## src/rtl/alu_sequencer_if.sv

```systemverilog
// Instruction handshake, ALU bus and status/debug signals of the ALU sequencer.
//   slave  : the sequencer side (takes instructions and ALU results, drives ALU operands).
//   master : the environment side (instruction source, ALU instance, debug reader).
// Signals:
//   instr_valid/instr_ready/instr  instruction handshake ([15:12] op, [11:8] rd, [7:4] rs)
//   done                           one-cycle pulse in the writeback cycle
//   alu_a/alu_b/alu_op/alu_cin     registered operands, opcode and carry-in towards the ALU
//   alu_c/alu_flags                combinational ALU result and flags {Z, C, F, L, N}
//   psr                            current flag register
//   dbg_addr/dbg_data              combinational register-file read port
interface alu_sequencer_if #(
    parameter int unsigned WIDTH = 16
);
    logic             instr_valid;
    logic             instr_ready;
    logic [15:0]      instr;
    logic             done;
    logic [WIDTH-1:0] alu_a;
    logic [WIDTH-1:0] alu_b;
    logic [3:0]       alu_op;
    logic             alu_cin;
    logic [WIDTH-1:0] alu_c;
    logic [4:0]       alu_flags;
    logic [4:0]       psr;
    logic [3:0]       dbg_addr;
    logic [WIDTH-1:0] dbg_data;

    modport slave (
        input  instr_valid, instr, alu_c, alu_flags, dbg_addr,
        output instr_ready, done, alu_a, alu_b, alu_op, alu_cin, psr, dbg_data
    );

    modport master (
        output instr_valid, instr, alu_c, alu_flags, dbg_addr,
        input  instr_ready, done, alu_a, alu_b, alu_op, alu_cin, psr, dbg_data
    );
endinterface

```

## src/rtl/alu_sequencer.sv

```systemverilog
// Multi-cycle controller sequencing a combinational 16-bit ALU, one instruction at a time.
// Owns the register file and the 5-bit flag register (psr {Z, C, F, L, N}).
// Flow per instruction: IDLE (accept) -> READ (latch operands) -> EXEC (latch ALU result)
// -> WB (done pulse, commit) -> IDLE, i.e. one instruction every 4 clocks.
// Ports:
//   clk    rising-edge clock
//   rst_n  asynchronous active-low reset
//   bus    alu_sequencer_if.slave (instruction handshake, ALU bus, psr, debug read port)
module alu_sequencer #(
    parameter int unsigned NREG  = 16,
    parameter int unsigned WIDTH = 16
) (
    input logic            clk,
    input logic            rst_n,
    alu_sequencer_if.slave bus
);
    localparam logic [3:0] OpLoadi = 4'b0000;
    localparam logic [3:0] OpAnd   = 4'b0001;
    localparam logic [3:0] OpOr    = 4'b0010;
    localparam logic [3:0] OpXor   = 4'b0011;
    localparam logic [3:0] OpAddcu = 4'b0100;
    localparam logic [3:0] OpAdd   = 4'b0101;
    localparam logic [3:0] OpAddu  = 4'b0110;
    localparam logic [3:0] OpAddc  = 4'b0111;
    localparam logic [3:0] OpCmpu  = 4'b1000;
    localparam logic [3:0] OpSub   = 4'b1001;
    localparam logic [3:0] OpMov   = 4'b1010;
    localparam logic [3:0] OpCmp   = 4'b1011;

    typedef enum logic [1:0] {StIdle, StRead, StExec, StWb} state_e;

    state_e           state_q, state_d;
    logic             started_q;
    logic [15:0]      ir_q;
    logic [WIDTH-1:0] regs_q [NREG];
    logic [WIDTH-1:0] alu_a_q, alu_b_q, res_q;
    logic [3:0]       alu_op_q;
    logic [4:0]       fl_q, psr_q, psr_d;
    logic             reg_we, accept;
    logic [WIDTH-1:0] wb_data;
    logic [3:0]       op, rd, rs;

    assign op = ir_q[15:12];
    assign rd = ir_q[11:8];
    assign rs = ir_q[7:4];

    // started_q keeps instr_ready low until the first clock after reset release.
    assign bus.instr_ready = (state_q == StIdle) && started_q;
    assign accept          = bus.instr_valid && bus.instr_ready;
    assign bus.done        = (state_q == StWb);
    assign bus.alu_a       = alu_a_q;
    assign bus.alu_b       = alu_b_q;
    assign bus.alu_op      = alu_op_q;
    assign bus.alu_cin     = psr_q[3];
    assign bus.psr         = psr_q;
    assign bus.dbg_data    = regs_q[bus.dbg_addr];

    always_comb begin
        state_d = state_q;
        case (state_q)
            StIdle:  if (accept) state_d = StRead;
            StRead:  state_d = StExec;
            StExec:  state_d = StWb;
            StWb:    state_d = StIdle;
            default: state_d = StIdle;
        endcase
    end

    // Writeback commit; nothing is written outside the WB cycle.
    always_comb begin
        reg_we  = 1'b0;
        wb_data = res_q;
        psr_d   = psr_q;
        if (state_q == StWb) begin
            unique case (op)
                OpAdd, OpAddc, OpSub: begin
                    reg_we     = 1'b1;
                    psr_d[4:2] = fl_q[4:2];
                end
                OpAddu, OpAddcu: begin
                    reg_we     = 1'b1;
                    psr_d[4:3] = fl_q[4:3];
                end
                OpCmp, OpCmpu: begin
                    psr_d[1:0] = fl_q[1:0];
                end
                OpAnd, OpOr, OpXor: begin
                    reg_we   = 1'b1;
                    psr_d[4] = fl_q[4];
                end
                OpLoadi: begin
                    reg_we  = 1'b1;
                    wb_data = {{(WIDTH-8){1'b0}}, ir_q[7:0]};
                end
                // alu_b_q still holds R[rs] from READ.
                OpMov: begin
                    reg_we  = 1'b1;
                    wb_data = alu_b_q;
                end
                // Shifts: result only, flags untouched.
                default: begin
                    reg_we = 1'b1;
                end
            endcase
        end
    end

    always_ff @(posedge clk or negedge rst_n) begin
        if (!rst_n) begin
            state_q   <= StIdle;
            started_q <= 1'b0;
            ir_q      <= '0;
            alu_a_q   <= '0;
            alu_b_q   <= '0;
            alu_op_q  <= '0;
            res_q     <= '0;
            fl_q      <= '0;
            psr_q     <= '0;
            for (int i = 0; i < NREG; i++) begin
                regs_q[i] <= '0;
            end
        end else begin
            state_q   <= state_d;
            started_q <= 1'b1;
            psr_q     <= psr_d;
            if (accept) begin
                ir_q <= bus.instr;
            end
            if (state_q == StRead) begin
                alu_a_q  <= regs_q[rd];
                alu_b_q  <= regs_q[rs];
                alu_op_q <= op;
            end
            if (state_q == StExec) begin
                res_q <= bus.alu_c;
                fl_q  <= bus.alu_flags;
            end
            if (reg_we) begin
                regs_q[rd] <= wb_data;
            end
        end
    end
endmodule

```

## src/flat_wrapper.sv

```systemverilog
// flat-port wrapper written by rule: the top's interface ports become plain ports
module alu_sequencer_flat 
#(
    parameter int unsigned NREG  = 16,
    parameter int unsigned WIDTH = 16
)
  (clk, rst_n, bus_instr_valid, bus_instr, bus_alu_c, bus_alu_flags, bus_dbg_addr, bus_instr_ready, bus_done, bus_alu_a, bus_alu_b, bus_alu_op, bus_alu_cin, bus_psr, bus_dbg_data);
  alu_sequencer_if #(.WIDTH(WIDTH)) bus_i ();
  input logic clk;
  input logic rst_n;
  input wire logic [$bits(bus_i.instr_valid)-1:0] bus_instr_valid;
  input wire logic [$bits(bus_i.instr)-1:0] bus_instr;
  input wire logic [$bits(bus_i.alu_c)-1:0] bus_alu_c;
  input wire logic [$bits(bus_i.alu_flags)-1:0] bus_alu_flags;
  input wire logic [$bits(bus_i.dbg_addr)-1:0] bus_dbg_addr;
  output wire logic [$bits(bus_i.instr_ready)-1:0] bus_instr_ready;
  output wire logic [$bits(bus_i.done)-1:0] bus_done;
  output wire logic [$bits(bus_i.alu_a)-1:0] bus_alu_a;
  output wire logic [$bits(bus_i.alu_b)-1:0] bus_alu_b;
  output wire logic [$bits(bus_i.alu_op)-1:0] bus_alu_op;
  output wire logic [$bits(bus_i.alu_cin)-1:0] bus_alu_cin;
  output wire logic [$bits(bus_i.psr)-1:0] bus_psr;
  output wire logic [$bits(bus_i.dbg_data)-1:0] bus_dbg_data;
  assign bus_i.instr_valid = bus_instr_valid;
  assign bus_i.instr = bus_instr;
  assign bus_i.alu_c = bus_alu_c;
  assign bus_i.alu_flags = bus_alu_flags;
  assign bus_i.dbg_addr = bus_dbg_addr;
  assign bus_instr_ready = bus_i.instr_ready;
  assign bus_done = bus_i.done;
  assign bus_alu_a = bus_i.alu_a;
  assign bus_alu_b = bus_i.alu_b;
  assign bus_alu_op = bus_i.alu_op;
  assign bus_alu_cin = bus_i.alu_cin;
  assign bus_psr = bus_i.psr;
  assign bus_dbg_data = bus_i.dbg_data;
  alu_sequencer #(.NREG(NREG), .WIDTH(WIDTH)) u_core (.clk(clk), .rst_n(rst_n), .bus(bus_i));
endmodule
```

## config.mk

```make
export PLATFORM = sky130hd
export DESIGN_NAME = alu_sequencer_flat
export DESIGN_NICKNAME = d
export VERILOG_FILES = /design/src/rtl/alu_sequencer_if.sv /design/src/rtl/alu_sequencer.sv /design/src/flat_wrapper.sv
export SDC_FILE = /design/constraint.sdc
export NUM_CORES = 1
export LEC_CHECK = 0
export ABC_AREA = 1
export CAP_MARGIN = 20
export CORE_ASPECT_RATIO = 0.7
export CORE_MARGIN = 2
export CORE_UTILIZATION = 25
export CTS_CLUSTER_SIZE = 12
export DETAILED_ROUTE_END_ITERATION = 12
export SLEW_MARGIN = 25
export SYNTH_ARGS = -nofsm -noshare
export SYNTH_HDL_FRONTEND = slang
export SYNTH_SLANG_ARGS = --single-unit
```

## constraint.sdc

```tcl
create_clock -name clk -period 2.1 [get_ports clk]
set_input_delay 0.21 -clock clk [delete_from_list [all_inputs] [get_ports clk]]
set_output_delay 0.21 -clock clk [all_outputs]
set_load 0.01 [all_outputs]
```

==> metrics list, run 1 <==
- The run finished with clean final reports.
- Setup slack on the worst reg-to-reg path comes out at 100 ps.
* Portion of total power attributed to combinational logic: 51.5%
* Global route total overflow: 0
- The via count of the first global-routing pass came to 21.0k.
- Largest fanout on the critical path: 2
- STA classifies the critical path startpoint as a flop.
- Crit. Startpoint: u_core.regs_q[186]
- Final weighted congestion in routability-driven placement: 0.947
- Clock Latency Late Sink: 590 ps
- In this run the cell area measured after placement is 0.0249 mm².
* Max-slew headroom: 39.5%
* Psw: 19.2 mW
* Clock sink total: 337
* Area of the die: 0.0869 mm²
- Number of vias in the routed layout: 23.2k
* Post-route design area: 0.0263 mm²
* Kind of critical path: flop to output port
- In this run the worst setup path terminates at bus_dbg_data[10].
* Count of unresolved DRC violations after routing: 0
- Area Overhead vs Synth: 24.6%
* Post-layout nets: 3527
* Power density over cell area: 1500 mW/mm²
- Die extent in y: 247 µm
- Clock network fraction of total power: 18.1%
* Met1 layer usage reported by global route: 31.9%
* Fin crit share: 96.1%
- The clock passes through at most 3 buffers.
- Proportion of total power due to net switching: 48.6%
* TritonRoute pass-1 iters: 8
- Ranked by total cell area, the synthesized netlist is headed by sky130_fd_sc_hd__dfrtp_1, sky130_fd_sc_hd__nand2_1, sky130_fd_sc_hd__nand3_1.
* Count of inserted antenna diode cells: 0
- CP max stage delay: 380 ps
* Min-Delay Path Class: input port to flop
* CP Depth: 8
- Share of layout cells above drive strength 1: 11.8%
- Across the run, the number of max-cap violations was 0.
* Met2 demand-to-capacity share in global routing: 28.7%
- Critical path, cell by cell: inv_1, o21ai_1, a21oi_1, o21ai_1, buf_4, nand3_1, nand2_2, buf_2
* GRT Max-Usage Layer: met1
- IR analysis of the VDD net gives a maximum drop of 796 µV.
- Flop and latch count out of synthesis: 337
* Highest attainable clock frequency: 496 MHz
* Number of hold violations in the final report: 0
- Worst path most repeated cell: sky130_fd_sc_hd__o21ai_1
- Total number of placement rows: 89
- Clock tree synthesis selected as its root buffer the cell sky130_fd_sc_hd__clkbuf_16.
* Number of cells in the design after placement: 4560
* Number of buffers inserted during clock tree synthesis: 39
- The first global-routing pass estimated 139 mm of wire.
- Post-route antenna net violation count: 0
- The clock tree synthesis step divided the H-tree into 2 levels.
- For this run, the total global-route usage over all layers was measured as 21.3%.
- 104 I/O pins were placed.
* Distinct cells, synth: 28
- The worst register-to-register path ends at u_core.bus.alu_a[10].
* Crit end category: output port
- Number of antenna violations at the first check in global routing: 1
* Count of final max-slew check failures: 0
- Number of warnings issued by yosys: 0
- For the pin with the worst max-slew slack, the measured transition is 908 ps.
- Counting every net in the synthesized netlist gives 3374.
- Fraction of the yosys area taken by sequential cells: 39.9%
- Global routing used 6.32% of the available met3 tracks.
- The slowest stage of the critical path is the sky130_fd_sc_hd__dfrtp_1 cell.
- Maximum number of pins on one net before global-route repair: 64
* Detail Placement HPWL: 64.3 mm
- For the worst setup path, the data required time is 1890 ps.
- Total length of routed wires: 93.9 mm
- Iter 0 DRT Violations: 3393
- Arrival time of the worst setup path: 1810 ps
- CTS tree: yes
- Dividing the detail-routed wire length by the instance count gives 20.2 µm.
* Worst path top cell family by delay: flip-flops
* Count of endpoints failing setup in the final report: 0
- Number of vias per cell: 5.00
- Cell type with the highest aggregate area in the netlist: sky130_fd_sc_hd__dfrtp_1
- After technology mapping, the gate count stands at 3325.
- For this configuration, the core starts out at a cell density of 25.2%.
- Across the routed clock network, the largest skew measured is 15.7 ps.
- Cell depth of the worst flop-to-flop path: 11
- The number of buffers and inverters on the critical path is 3.
- In this run the mean area of a mapped cell was 6.35 µm².
- For this design the static power due to leakage is 13.1 nW.
- Final hold slack: 192 ps
- Non-filler instance count after layout: 4642
- Area of the core region: 0.0840 mm²
- Area fraction of the dominant cell type after synthesis: 39.9%
* Seq pwr share: 30.4%
* Setup repair after global routing missed its margin: false
- Clock-pin slew was measured on the worst setup and hold paths at 60 ps.
- Port buffering added 103 buffers.
* Internal: 20.3 mW
* Floorplan die width: 351 µm
* Worst reg2reg startpoint: u_core.ir_q[8]
* Utilization after layout: 31.4%
- The smallest clock period supported by the final layout is computed as 2020 ps.
- The cell area that synthesis handed to floorplanning was 0.0211 mm².
## kinds of logic after synthesis
| kind of cell | Yosys count | share of synthesized area, % |
|---|---|---|
| simple gates | 2257 | 42.7 |
| buf+inv | 399 | 8.03 |
| fa+ha+maj | 5 | 0.296 |
| flops | 337 | 39.9 |
| other cells | 1 | 0.0177 |
| mux | 5 | 0.266 |
| compound gates | 321 | 8.81 |
## state kept, by name, summed over array words and instances (netlist names)
register / cells
u_core.fl_q: 5
u_core.res_q: 16
u_core.bus.alu_a: 16
u_core.bus.alu_b: 16
u_core.started_q: 1
u_core.bus.psr: 5
u_core.regs_q: 256
u_core.bus.alu_op: 4
u_core.state_q: 2
u_core.ir_q: 16
## power by group through the flow
stage / sequential, mW / clock, mW / combinational (mW)
after floorplan: 11.1 / 0 / 11.4
after global placement: 11.9 / 0 / 19.3
after detailed placement: 11.9 / 0 / 19.5
after CTS: 11.8 / 7.26 / 19.7
after global routing: 12.3 / 7.50 / 22.0
final: 12.0 / 7.16 / 20.3
## final cells by class
| cell class | instances | area (µm²) |
|---|---|---|
| clock inverter | 14 | 160 |
| clock buffer | 54 | 1120 |
| tap | 1137 | 1420 |
| fill | 9107 | 57600 |
| sequential | 337 | 8450 |
| inverter | 183 | 697 |
| multi-input combinational | 2589 | 11200 |
| timing repair buffer | 328 | 3330 |
## synthesized netlist by cell type
cell and instances:
sky130_fd_sc_hd__nor2_2 7, sky130_fd_sc_hd__dfrtp_1 337, sky130_fd_sc_hd__o211ai_1 48, sky130_fd_sc_hd__mux2_2 5
sky130_fd_sc_hd__o21ai_0 163, sky130_fd_sc_hd__nand3_1 298, sky130_fd_sc_hd__o21ai_2 6, sky130_fd_sc_hd__clkbuf_1 97
sky130_fd_sc_hd__nor3_2 2, sky130_fd_sc_hd__o21ai_4 10, sky130_fd_sc_hd__buf_4 8, sky130_fd_sc_hd__nand2_2 6
sky130_fd_sc_hd__nand3_4 2, sky130_fd_sc_hd__ha_1 5, sky130_fd_sc_hd__a21oi_1 94, sky130_fd_sc_hd__nor2_1 101
sky130_fd_sc_hd__buf_2 69, sky130_fd_sc_hd__clkinv_1 5, sky130_fd_sc_hd__conb_1 1, sky130_fd_sc_hd__inv_2 13
sky130_fd_sc_hd__inv_1 165, sky130_fd_sc_hd__nand3_2 1, sky130_fd_sc_hd__buf_1 31, sky130_fd_sc_hd__nand2_1 1829
sky130_fd_sc_hd__nor2_4 9, sky130_fd_sc_hd__buf_6 11, sky130_fd_sc_hd__nand2_4 1, sky130_fd_sc_hd__nor2_8 1
## worst register-to-register path: stages (launching register included)
cell and delay, ps:
sky130_fd_sc_hd__dfrtp_4 570, sky130_fd_sc_hd__inv_2 120, sky130_fd_sc_hd__buf_4 200, sky130_fd_sc_hd__nand2_1 70, sky130_fd_sc_hd__nand2_1 50, sky130_fd_sc_hd__nand2_1 50
sky130_fd_sc_hd__nand2_1 70, sky130_fd_sc_hd__nand2_1 150, sky130_fd_sc_hd__nand3_1 230, sky130_fd_sc_hd__nor2_1 190, sky130_fd_sc_hd__buf_4 160, sky130_fd_sc_hd__nor2_1 40
## layout by cell type (no fill, tap or decap), types with 3 or more instances in the layout
cell and instances:
sky130_fd_sc_hd__a21oi_1 93, sky130_fd_sc_hd__buf_12 54, sky130_fd_sc_hd__buf_2 7, sky130_fd_sc_hd__buf_4 170, sky130_fd_sc_hd__bufinv_16 3, sky130_fd_sc_hd__clkbuf_1 6
sky130_fd_sc_hd__clkbuf_16 39, sky130_fd_sc_hd__clkbuf_2 10, sky130_fd_sc_hd__clkbuf_8 9, sky130_fd_sc_hd__clkdlybuf4s50_1 81, sky130_fd_sc_hd__clkinv_1 5, sky130_fd_sc_hd__clkinv_2 7
sky130_fd_sc_hd__dfrtp_1 329, sky130_fd_sc_hd__dfrtp_2 6, sky130_fd_sc_hd__ha_1 3, sky130_fd_sc_hd__inv_1 161, sky130_fd_sc_hd__inv_2 13, sky130_fd_sc_hd__inv_4 4
sky130_fd_sc_hd__inv_6 4, sky130_fd_sc_hd__mux2_2 5, sky130_fd_sc_hd__nand2_1 1816, sky130_fd_sc_hd__nand2_2 18, sky130_fd_sc_hd__nand3_1 287, sky130_fd_sc_hd__nand3_2 11
sky130_fd_sc_hd__nand3_4 3, sky130_fd_sc_hd__nor2_1 97, sky130_fd_sc_hd__nor2_2 11, sky130_fd_sc_hd__nor2_4 9, sky130_fd_sc_hd__o211ai_1 48, sky130_fd_sc_hd__o21ai_0 148
sky130_fd_sc_hd__o21ai_1 15, sky130_fd_sc_hd__o21ai_2 3, sky130_fd_sc_hd__o21ai_4 13
## per-stage QoR
stage	setup slack (ps)	total power, mW	setup TNS (ps)
after floorplan	334	22.5	0
after global placement	-176	31.2	-656
after detailed placement	-168	31.4	-655
after CTS	-111	38.8	-221
after global routing	7.10	41.8	0
final	82.3	39.5	0
## routing by layer
| layer | routed length (µm) | part of all wire [%] |
|---|---|---|
| met3 | 12400 | 13 |
| met4 | 2800 | 3.0 |
| met2 | 36600 | 39 |
| met5 | 69 | 0.073 |
| met1 | 42000 | 45 |
## how the worst min path moves through the flow
stage | start | end | slack [ps] | cells past startpoint
final | bus_alu_flags[3] | u_core.fl_q[3] | 190 | 3
after global routing | bus_alu_flags[3] | u_core.fl_q[3] | 200 | 3
after CTS | bus_alu_flags[3] | u_core.fl_q[3] | 170 | 3
after detailed placement | rst_n | u_core.regs_q[88] | 240 | 1
after global placement | rst_n | u_core.regs_q[88] | 230 | 1
after floorplan | rst_n | u_core.bus.alu_a[0] | -90 | 0
## what timing repair did
| action | in CTS | in global routing |
|---|---|---|
| gates cloned | 0 | 0 |
| hold buffers | 1 | 0 |
| pin swaps | 11 | 9 |
| gates resized for setup | 69 | 50 |
| setup endpoints to repair | 18 | 69 |
| buffers inserted | 6 | 7 |
| hold endpoints to repair | 39 | 0 |
Power figures use the tool's default switching activity.
==> inputs of run 2 (changes only) <==
- CORE_ASPECT_RATIO: 0.7 -> 1.25
- CTS_CLUSTER_DIAMETER: not set -> 120
- GPL_TIMING_DRIVEN: not set -> 0
==> metrics list, run 2 (synthesized netlist as in run 1, its figures left out) <==
- Smallest setup slack after layout: -109 ps (was 82.3 ps)
- Final critical delay including setup and external delays: 2210 ps (was 2020 ps)
- Area Overhead vs Synth: 22.3% (was 24.6%)
- The TritonCTS clock tree is yes (unchanged).
* Run status: complete, but fails checks (was completed)
* Detail Placement HPWL: 89.2 mm (was 64.3 mm)
- Share of layout cells above drive strength 1: 13.3% (was 11.8%)
- The width of the chip was 264 µm (was 351 µm).
- The register-to-register path setup slack is 0 ps (was 100 ps).
* Final weighted congestion in routability-driven placement: 1.10 (was 0.947)
- The average vias per placed instance is 5.26 (was 5.00).
* Violated checks: negative setup slack
- The slew at the pin with the worst max-slew slack came to 1120 ps (was 908 ps).
- The maximum clock rate came to 453 MHz (was 496 MHz).
- The element type at the critical path end was an output port (unchanged).
- Maximum number of pins on one net before global-route repair: 89 (was 64)
- The normalized max-slew margin was 25.5% (was 39.5%).
- Commonest cells after routing, fill and taps aside: sky130_fd_sc_hd__nand2_1, sky130_fd_sc_hd__dfrtp_1, sky130_fd_sc_hd__nand3_1, sky130_fd_sc_hd__inv_1, sky130_fd_sc_hd__o21ai_0 (was sky130_fd_sc_hd__nand2_1, sky130_fd_sc_hd__dfrtp_1, sky130_fd_sc_hd__nand3_1, sky130_fd_sc_hd__buf_4, sky130_fd_sc_hd__inv_1).
- Global-route met3 utilization: 7.58% (was 6.32%)
- The clock edge transition at the registers on the reported setup and hold paths is 60 ps (about the same).
- Worst clock skew on the final layout: 61.4 ps (was 15.7 ps)
* Vias in the first global route: 22.7k (was 21.0k)
- The standby leakage power came to 13.0 nW (was 13.1 nW).
* Launching element type of the critical path: input port (was flop)
- Count of H-tree levels built during CTS: 2 (unchanged)
* Clock Latency Late Sink: 600 ps (was 590 ps)
- The number of cells on the worst reg-to-reg path was 9 (was 11).
- Wire per inst: 26.8 µm (was 20.2 µm)
- The number of flip-flops in the largest register is 256 (unchanged).
* Number of buffers inserted during clock tree synthesis: 34 (was 39)
- Number of hold violations in the final report: 0 (unchanged)
- The vertical die dimension is 329 µm (was 247 µm).
- Crit. Startpoint: bus_dbg_addr[2] (was u_core.regs_q[186])
- The cell chosen for the clock root is sky130_fd_sc_hd__clkbuf_16 (unchanged).
* Setup repair after global routing missed its margin: true (was false)
- Required arrival time at the worst endpoint: 1890 ps (about the same)
* Largest register by flop count: u_core.regs_q (unchanged)
- The areal power density over the cells came to 1610 mW/mm² (was 1500 mW/mm²).
* Largest fanout on the critical path: 10 (was 2)
- Buffers from clock root to sink, at most: 3 (unchanged)
- End of the worst register-to-register path: u_core.bus.alu_b[5] (was u_core.bus.alu_a[10])
- Most common cell after layout, fill and taps aside: sky130_fd_sc_hd__nand2_1 (unchanged)
- Met1 layer usage reported by global route: 32.7% (was 31.9%)
- Number of vias in the routed layout: 24.3k (was 23.2k)
- The global-route layer with the greatest usage is met2 (was met1).
- The count of input and output buffers came to 99 (was 103).
- Min-Delay Path Class: input port to async pin (was input port to flop)
* Worst reg2reg startpoint: u_core.ir_q[5] (was u_core.ir_q[8])
* Wire length of the first global-routing pass: 172 mm (was 139 mm)
* Fin crit share: 105% (was 96.1%)
- Clock sink total: 337 (unchanged)
- Number of antenna violations at the first check in global routing: 7 (was 1)
- The DRC violations left came to 0 (unchanged).
* Final hold slack: 117 ps (was 192 ps)
* Total length of routed wires: 124 mm (was 93.9 mm)
- Power consumption: 41.5 mW (was 39.5 mW)
* IO Pins: 104 (unchanged)
- The number of DRC markers after the initial detailed-route iteration was 3249 (was 3393).
- The end point of the critical path is bus_dbg_data[7] (was bus_dbg_data[10]).
* Maximum ir drop on the vdd rail: 898 µV (was 796 µV)
- The data arrival time at the worst-slack endpoint is 2000 ps (was 1810 ps).
- The first-pass iteration count of the detailed router was 6 (was 8).
- Post-route antenna net violation count: 0 (unchanged)
- Area of the die: 0.0869 mm² (about the same)
- Global route total overflow: 0 (unchanged)
- Starting density of the core: 25.2% (about the same)
- Total global-route track usage: 27.9% (was 21.3%)
- The area of the placeable core is 0.0840 mm² (about the same).
* Count of final max-slew check failures: 0 (unchanged)
- The site row count came to 119 (was 89).
- Count of endpoints failing setup in the final report: 8 (was 0)
- The net count reported at finish came to 3578 (was 3527).
- The number of violations of the max-capacitance limit is 0 (unchanged).
- The global-route track usage on met2 was 43.0% (was 28.7%).
- The kind of critical path was input port to output port (was flop to output port).
==> run 2: what timing repair did <==
item	in CTS	in global routing
endpoints found under the hold margin	96	0
endpoints found under the setup margin	313	186
hold buffers	1	0
resized for setup	348	136
buffers inserted	43	23
pin swaps	41	31
gates cloned	0	0
==> run 2: final cells by class <==
| type | instances | area, µm² |
|---|---|---|
| clock buffer | 36 | 880 |
| buffer | 213 | 1480 |
| clock inverter | 2 | 20.0 |
| multi-input combinational | 2589 | 11300 |
| antenna | 7 | 17.5 |
| sequential | 337 | 8450 |
| fill | 9324 | 58100 |
| inverter | 183 | 706 |
| tap | 1089 | 1360 |
| timing repair buffer | 171 | 1580 |
==> run 2: worst min-delay path by stage <==
stage / from / endpoint / slack (ps)
2_1_floorplan: rst_n / u_core.bus.alu_a[0] / -90
3_3_place_gp: u_core.bus.alu_op[0] / u_core.bus.alu_op[0] / 490
3_5_place_dp: rst_n / u_core.ir_q[2] / 120
4_1_cts: rst_n / u_core.ir_q[2] / 120
5_1_grt: rst_n / u_core.ir_q[2] / 140
6_report: rst_n / u_core.ir_q[2] / 120
==> run 2: where the power goes <==
| part | switching [mW] | internal [mW] |
|---|---|---|
| clock | 2.85 | 2.97 |
| combinational | 16.4 | 6.98 |
| sequential | 3.10 | 9.16 |
==> run 2: per-stage QoR <==
step	TNS (ps)	setup slack (ps)	std cells	area (µm²)	util, %
final	-397	-109	4627	25800	30.8
after global routing	-220	-64.4	4620	25800	30.8
after CTS	-126	-126	4597	25400	30.3
after detailed placement	-100410	-1290	4518	23600	28.1
after global placement	-5034200	-14720	4513	23500	28.0
after floorplan	0	334	3325	21100	-
==> run 2: critical path, stage by stage <==
cell	delay, ps
sky130_fd_sc_hd__clkbuf_2	390
sky130_fd_sc_hd__clkdlybuf4s15_2	640
sky130_fd_sc_hd__a21oi_1	70
sky130_fd_sc_hd__o21ai_1	180
sky130_fd_sc_hd__nand3_1	210
sky130_fd_sc_hd__nand2_2	180
sky130_fd_sc_hd__buf_6	120
==> run 2: layer usage <==
layer	up-vias	wire, µm
met5	-	36
met4	6	12500
met3	541	12800
met2	1649	53000
met1	11400	45700
li1	10800	-
